File: src/rtl/cpu_pkg.sv
// Shared register-file constants and the writeback entry record.
package cpu_pkg;

  localparam int REG_ADDR_W = 5;
  localparam int REG_DATA_W = 32;

  // Register 0 is hard-wired; writes to it are dropped.
  localparam logic [REG_ADDR_W-1:0] REG_ZERO = 5'd0;

  typedef struct packed {
    logic [REG_ADDR_W-1:0] addr;
    logic [REG_DATA_W-1:0] val;
  } wb_entry_t;

endpackage

File: src/rtl/fwd_lookup.sv
// Combinational youngest-match search over the pending writeback entries.
// Entries are walked from head (oldest) towards tail (youngest), so the last
// match found is the youngest one and supplies the value.
module fwd_lookup
  import cpu_pkg::*;
#(
  parameter int DEPTH  = 4,
  parameter int ADDR_W = REG_ADDR_W,
  parameter int DATA_W = REG_DATA_W
) (
  input  logic [$clog2(DEPTH)-1:0] head,
  input  logic [$clog2(DEPTH):0]   count,
  input  logic [ADDR_W-1:0]        entry_addr [DEPTH],
  input  logic [DATA_W-1:0]        entry_val  [DEPTH],
  input  logic [ADDR_W-1:0]        lookup_addr,
  output logic                     hit,
  output logic [DATA_W-1:0]        val
);

  localparam int PTR_W = $clog2(DEPTH);
  localparam int CNT_W = PTR_W + 1;

  logic [PTR_W-1:0] idx;

  // Scan oldest to youngest over the occupied slots; a later match overrides.
  always_comb begin
    hit = 1'b0;
    val = '0;
    idx = '0;
    for (int k = 0; k < DEPTH; k++) begin
      idx = head + PTR_W'(k);
      if ((CNT_W'(k) < count) && (lookup_addr != '0) &&
          (entry_addr[idx] == lookup_addr)) begin
        hit = 1'b1;
        val = entry_val[idx];
      end
    end
  end

endmodule

File: src/rtl/writeback_queue.sv
// In-order writeback buffer in front of the register file write port.
// Accepts results over valid/ready, drains one per cycle unless stalled,
// and exposes two forwarding lookups over the not-yet-written entries.
module writeback_queue
  import cpu_pkg::*;
#(
  parameter int DEPTH  = 4,
  parameter int ADDR_W = REG_ADDR_W,
  parameter int DATA_W = REG_DATA_W
) (
  input  logic                     i_clock,
  input  logic                     i_reset,
  input  logic                     i_wb_valid,
  output logic                     o_wb_ready,
  input  logic [ADDR_W-1:0]        i_wb_addr,
  input  logic [DATA_W-1:0]        i_wb_val,
  input  logic                     i_wb_stall,
  output logic [ADDR_W-1:0]        o_regW_addr,
  output logic [DATA_W-1:0]        o_regW_val,
  output logic                     o_RegWrite,
  input  logic [ADDR_W-1:0]        i_fwd1_addr,
  input  logic [ADDR_W-1:0]        i_fwd2_addr,
  output logic                     o_fwd1_hit,
  output logic                     o_fwd2_hit,
  output logic [DATA_W-1:0]        o_fwd1_val,
  output logic [DATA_W-1:0]        o_fwd2_val,
  output logic [$clog2(DEPTH):0]   o_count,
  output logic                     o_empty
);

  localparam int PTR_W = $clog2(DEPTH);
  localparam int CNT_W = PTR_W + 1;

  // Entry storage; never reset, only the occupancy range is meaningful.
  logic [ADDR_W-1:0] addr_mem [DEPTH];
  logic [DATA_W-1:0] val_mem  [DEPTH];

  logic [PTR_W-1:0] head_reg, head_next;
  logic [PTR_W-1:0] tail_reg, tail_next;
  logic [CNT_W-1:0] count_reg, count_next;

  logic push_en;
  logic pop_en;

  // Ready depends on registered occupancy only, never on the same-cycle pop.
  assign o_wb_ready = (count_reg != CNT_W'(DEPTH));
  assign o_empty    = (count_reg == '0);
  assign o_count    = count_reg;
  assign o_RegWrite = !o_empty && !i_wb_stall;
  assign pop_en     = o_RegWrite;
  // Writes to register 0 are handshaken but never stored.
  assign push_en    = i_wb_valid && o_wb_ready && (i_wb_addr != ADDR_W'(REG_ZERO));

  assign o_regW_addr = o_empty ? '0 : addr_mem[head_reg];
  assign o_regW_val  = o_empty ? '0 : val_mem[head_reg];

  // Pointer and occupancy update for push, pop, or both together.
  always_comb begin
    head_next  = head_reg;
    tail_next  = tail_reg;
    count_next = count_reg;
    if (push_en) begin
      tail_next = tail_reg + PTR_W'(1);
    end
    if (pop_en) begin
      head_next = head_reg + PTR_W'(1);
    end
    case ({push_en, pop_en})
      2'b10:   count_next = count_reg + CNT_W'(1);
      2'b01:   count_next = count_reg - CNT_W'(1);
      default: count_next = count_reg;
    endcase
  end

  // Control state register; reset flushes every pending entry.
  always_ff @(posedge i_clock) begin
    if (i_reset) begin
      head_reg  <= '0;
      tail_reg  <= '0;
      count_reg <= '0;
    end else begin
      head_reg  <= head_next;
      tail_reg  <= tail_next;
      count_reg <= count_next;
    end
  end

  // Store an accepted entry at the tail slot.
  always_ff @(posedge i_clock) begin
    if (push_en) begin
      addr_mem[tail_reg] <= i_wb_addr;
      val_mem[tail_reg]  <= i_wb_val;
    end
  end

  // Two identical forwarding ports share one lookup implementation.
  logic [1:0][ADDR_W-1:0] fwd_addr;
  logic [1:0]             fwd_hit;
  logic [1:0][DATA_W-1:0] fwd_val;

  assign fwd_addr[0] = i_fwd1_addr;
  assign fwd_addr[1] = i_fwd2_addr;

  generate
    for (genvar gi = 0; gi < 2; gi++) begin : g_fwd
      fwd_lookup #(
        .DEPTH  (DEPTH),
        .ADDR_W (ADDR_W),
        .DATA_W (DATA_W)
      ) u_fwd (
        .head        (head_reg),
        .count       (count_reg),
        .entry_addr  (addr_mem),
        .entry_val   (val_mem),
        .lookup_addr (fwd_addr[gi]),
        .hit         (fwd_hit[gi]),
        .val         (fwd_val[gi])
      );
    end
  endgenerate

  assign o_fwd1_hit = fwd_hit[0];
  assign o_fwd2_hit = fwd_hit[1];
  assign o_fwd1_val = fwd_val[0];
  assign o_fwd2_val = fwd_val[1];

endmodule

File: config.mk
export PLATFORM = sky130hd
export DESIGN_NAME = writeback_queue
export DESIGN_NICKNAME = d
export VERILOG_FILES = /design/src/rtl/cpu_pkg.sv /design/src/rtl/fwd_lookup.sv /design/src/rtl/writeback_queue.sv
export SDC_FILE = /design/constraint.sdc
export NUM_CORES = 1
export LEC_CHECK = 0
export BUFFER_PORTS_ARGS = -buffer_cell sky130_fd_sc_hd__buf_2
export CORE_ASPECT_RATIO = 0.75
export CORE_MARGIN = 2
export CORE_UTILIZATION = 40
export CTS_CLUSTER_SIZE = 25
export DETAILED_ROUTE_END_ITERATION = 12
export SLEW_MARGIN = 20
export SYNTH_ARGS = -nofsm -noshare
export SYNTH_HDL_FRONTEND = slang
export SYNTH_SLANG_ARGS = --single-unit
File: constraint.sdc
create_clock -name i_clock -period 3.81 [get_ports i_clock]
set_input_delay 0.1905 -clock i_clock [delete_from_list [all_inputs] [get_ports i_clock]]
set_output_delay 0.1905 -clock i_clock [all_outputs]
set_load 0.05 [all_outputs]
==> out/qor.yml <==
yosys:
  syn_area_per_cell_um2: 8.94
  synth_top_area_share: 0.350
  ys_ff_latch: 155
  syn_nets: 1482
  ys_top_cells_by_area: "edfxtp_1 35%, mux2_2 6.9%, mux2i_1 6.3%, nor2_1 6.2%, nand2_1 3.6%"
  synth_edf_count: 148
  seq_area_frac_synth: 0.361
  synth_top_area_cell: "edfxtp_1"
  netlist_area_um2: 12700
  synth.distinct_cells: 60
  synth_ff_type: "edfxtp_1"
  yosysWarnings: 0
  synth_cells: 1422
  async_reset_ff_frac: 0
clock_tree:
  cts.clk_slew.worst_paths_ps: 70
  cts_tree: "built"
  cts_inserted_buffers: 17
  clock-sinks: 155
  clock_latency_ps: 440
  clk_path_buf_depth: 2
  h-tree-depth: 4
  clockRootBuffer: "clkbuf_16"
grt:
  grt_use_total: 0.249
  grt_overflow: 0
  grt_pass1_vias: 11200
  grt_pass1_wl_um: 63800
  antenna_found_initial: 1
  grt_max_degree: 212
die:
  die_h_um: 158
  start_util: 0.407
  core_area_um2: 31300
  die_w_um: 210
  dieArea_um2: 33200
  ios: 160
  row_count: 56
layout:
  regMostFlops: "val_mem"
  multi_input_area_um2: 7620
  final_util: 0.506
  register_area_um2: 4590
  drive_gt1_frac: 0.291
  layout-area-overhead-vs-synth_pct: 24.5
  postLayoutCellArea_um2: 15800
  nNetsFinal: 1630
  largest_register_ffs: 128
  filler_cell_count: 2870
routing:
  drt_iter0_markers: 1168
  detail-route-antenna-nets: 0
  num_vias: 12100
  wl_per_cell_um: 21.7
  detail_route.first_pass.iterations: 5
  wl_met3_um: 3500
  routed.top_layer: "met4"
  met2WireLength_um: 18700
  wl_met1_um: 19700
  routed_wl_um: 43200
  drc: 0
  viasPerCell: 6.06
critical_path:
  arrival_ps: 3620
  worstRegToRegCells: 7
  critPathMaxStageDelay_ps: 560
  crit_family: "compound AO/OA/AOI/OAI gates"
  worstSetupStartpointType: "flop"
  path_buf_inv: 3
  crit_path_top_delay_cell: "mux4_2"
  end_kind: "primary output"
  critical_path_class: "flop to primary output"
  reg2reg_slack_ps: 1170
  crit_chain: "buf_8, mux4_2, xor2_1, a2111oi_4, and3_4, buf_12, mux2_2, a2111o_1, a22oi_2, buf_6"
  cp_max_fo: 6
  cp-startpoint: "head_reg[0]"
  required_ps: 3620
  r2r_end: "val_mem[108]"
  cp.depth: 10
  r2r_start: "o_count[0]"
  cp-endpoint: "o_fwd2_val[23]"
place:
  dpl_worst_slack_ps: 175
  hpwl_um: 27900
  place_congestion: 0.914
  place_area_um2: 14000
  io_buffers: 159
timing:
  rsz0062_at_grt: "true"
  max_slew_margin: 0.334
  slew_violations: 0
  max_freq_mhz: 263
  hold_ws_ps: 15.5
  setup_tns_ps: 0
  setup_viol: 0
  fin_crit_sh: 0.999
  fin_skew_ps: 16.3
  setup_slack_ps: 4.32
  period_minus_slack_ps: 3810
  hold_viol_final: 0
  worst-slew-pin-transition_ps: 999
run_status:
  status: "finished clean"
power_and_ir_drop:
  leakagePower_uw: 0.00569
  peakVddDrop_mv: 0.449
  p_per_area_nw_per_um2: 620
worst_hold_path:
  hold_class: "input port to flop"
job:
  maxCapViolCount: 0
==> where the power goes <==
part           total, uW  switching [uW]  internal [uW]
Clock               1880             715           1170
Sequential          2160             121           2040
Combinational       5770            3950           1830
Total               9810            4780           5030
==> layout make-up <==
type,count,share of cell area
Multi-Input combinational cell,1064,0.482
Sequential cell,155,0.290
Timing Repair Buffer,269,0.140
Tap cell,406,0.0321
Clock buffer,21,0.0278
Inverter,63,0.0153
Clock inverter,11,0.0124
Antenna cell,1,0.000158
==> kinds of logic after synthesis <==
kind of cell	after synthesis	synth area share
AOI/OAI and AO/OA	319	0.182
xor gates and xnor gates	49	0.0338
adders and majority gates	9	0.00886
buffers and inverters	203	0.0720
DFF	155	0.361
muxes	176	0.160
and+or+nand+nor	511	0.182
==> how the worst min path moves through the flow <==
stage                  end          from  depth (start not counted)
4_1_cts        val_mem[55]  i_wb_val[23]                          1
3_3_place_gp   val_mem[28]  i_wb_val[28]                          1
3_5_place_dp   val_mem[32]   i_wb_val[0]                          1
2_1_floorplan   o_count[2]       i_reset                          1
5_1_grt        val_mem[33]   i_wb_val[1]                          1
6_report       val_mem[97]   i_wb_val[1]                          1
==> cell usage after synthesis (all sizes together), types with 2 or more instances <==
library cell / instances
o31a: 23
o2bb2ai: 2
clkbuf: 67
or3: 3
xor2: 18
a22o: 2
nor3: 83
nand4: 5
or4: 5
a21oi: 55
edfxtp: 148
buf: 73
xnor2: 31
mux2: 80
nor2b: 10
a221oi: 29
o2111ai: 28
nor4: 55
a31oi: 2
dfxtp: 7
mux4: 13
ha: 9
nand2: 121
o221ai: 2
o221a: 29
a22oi: 33
a2111o: 4
inv: 63
o31ai: 4
nor2: 209
and2: 11
nand3: 2
o21ai: 89
a211oi: 9
mux2i: 83
o211ai: 2
==> cell usage in the layout, fill, tap and decap left out, types with 5 or more instances in the layout <==
cell type / count
a21oi_1: 54
nand2_1: 121
edfxtp_1: 148
buf_4: 74
o31a_1: 23
mux2_2: 78
nor4_4: 6
a221oi_1: 27
o21ai_0: 87
nor4_2: 16
buf_12: 20
o2111ai_2: 5
mux4_2: 13
xnor2_2: 5
dlygate4sd3_1: 31
nand4_1: 5
ha_1: 9
nor2_1: 208
bufinv_16: 5
o221a_2: 29
and2_1: 7
inv_1: 61
buf_6: 26
nor3_1: 83
dfxtp_1: 5
a22oi_1: 24
xnor2_1: 25
xor2_1: 18
buf_2: 111
a22oi_2: 9
clkbuf_16: 19
mux2i_2: 5
a211oi_1: 9
mux2i_1: 78
o2111ai_1: 23
nor2b_1: 9
nor4_1: 33
==> per-layer routing <==
| layer | track usage | vias to the layer above |
|---|---|---|
| met5 | 0 | - |
| met4 | 0.0892 | 0 |
| met3 | 0.0507 | 77 |
| met2 | 0.377 | 562 |
| met1 | 0.354 | 5823 |
| li1 | - | 5599 |
==> worst reg2reg max path, delay by kind of cell (launching register included) <==
family,cells,cell delay (ps)
adders and majority gates,1,230
DFF,1,480
AOI/OAI and AO/OA,1,440
and+or+nand+nor,3,430
buffers and inverters,2,660
==> metrics by stage <==
step | cells | power [uW]
after floorplan | 1422 | 6160
after global placement | 1903 | 7430
after detailed placement | 1903 | 7490
after CTS | 1974 | 9480
after global routing | 1989 | 10300
final | 1990 | 9810
==> what timing repair did <==
item	in CTS	in global routing
hold endpoints to repair	109	1
setup endpoints to repair	61	62
buffers inserted	9	13
gates cloned	0	2
hold buffers	30	1
gates resized for setup	34	129
pin swaps	4	15
Power figures use the tool's default switching activity.
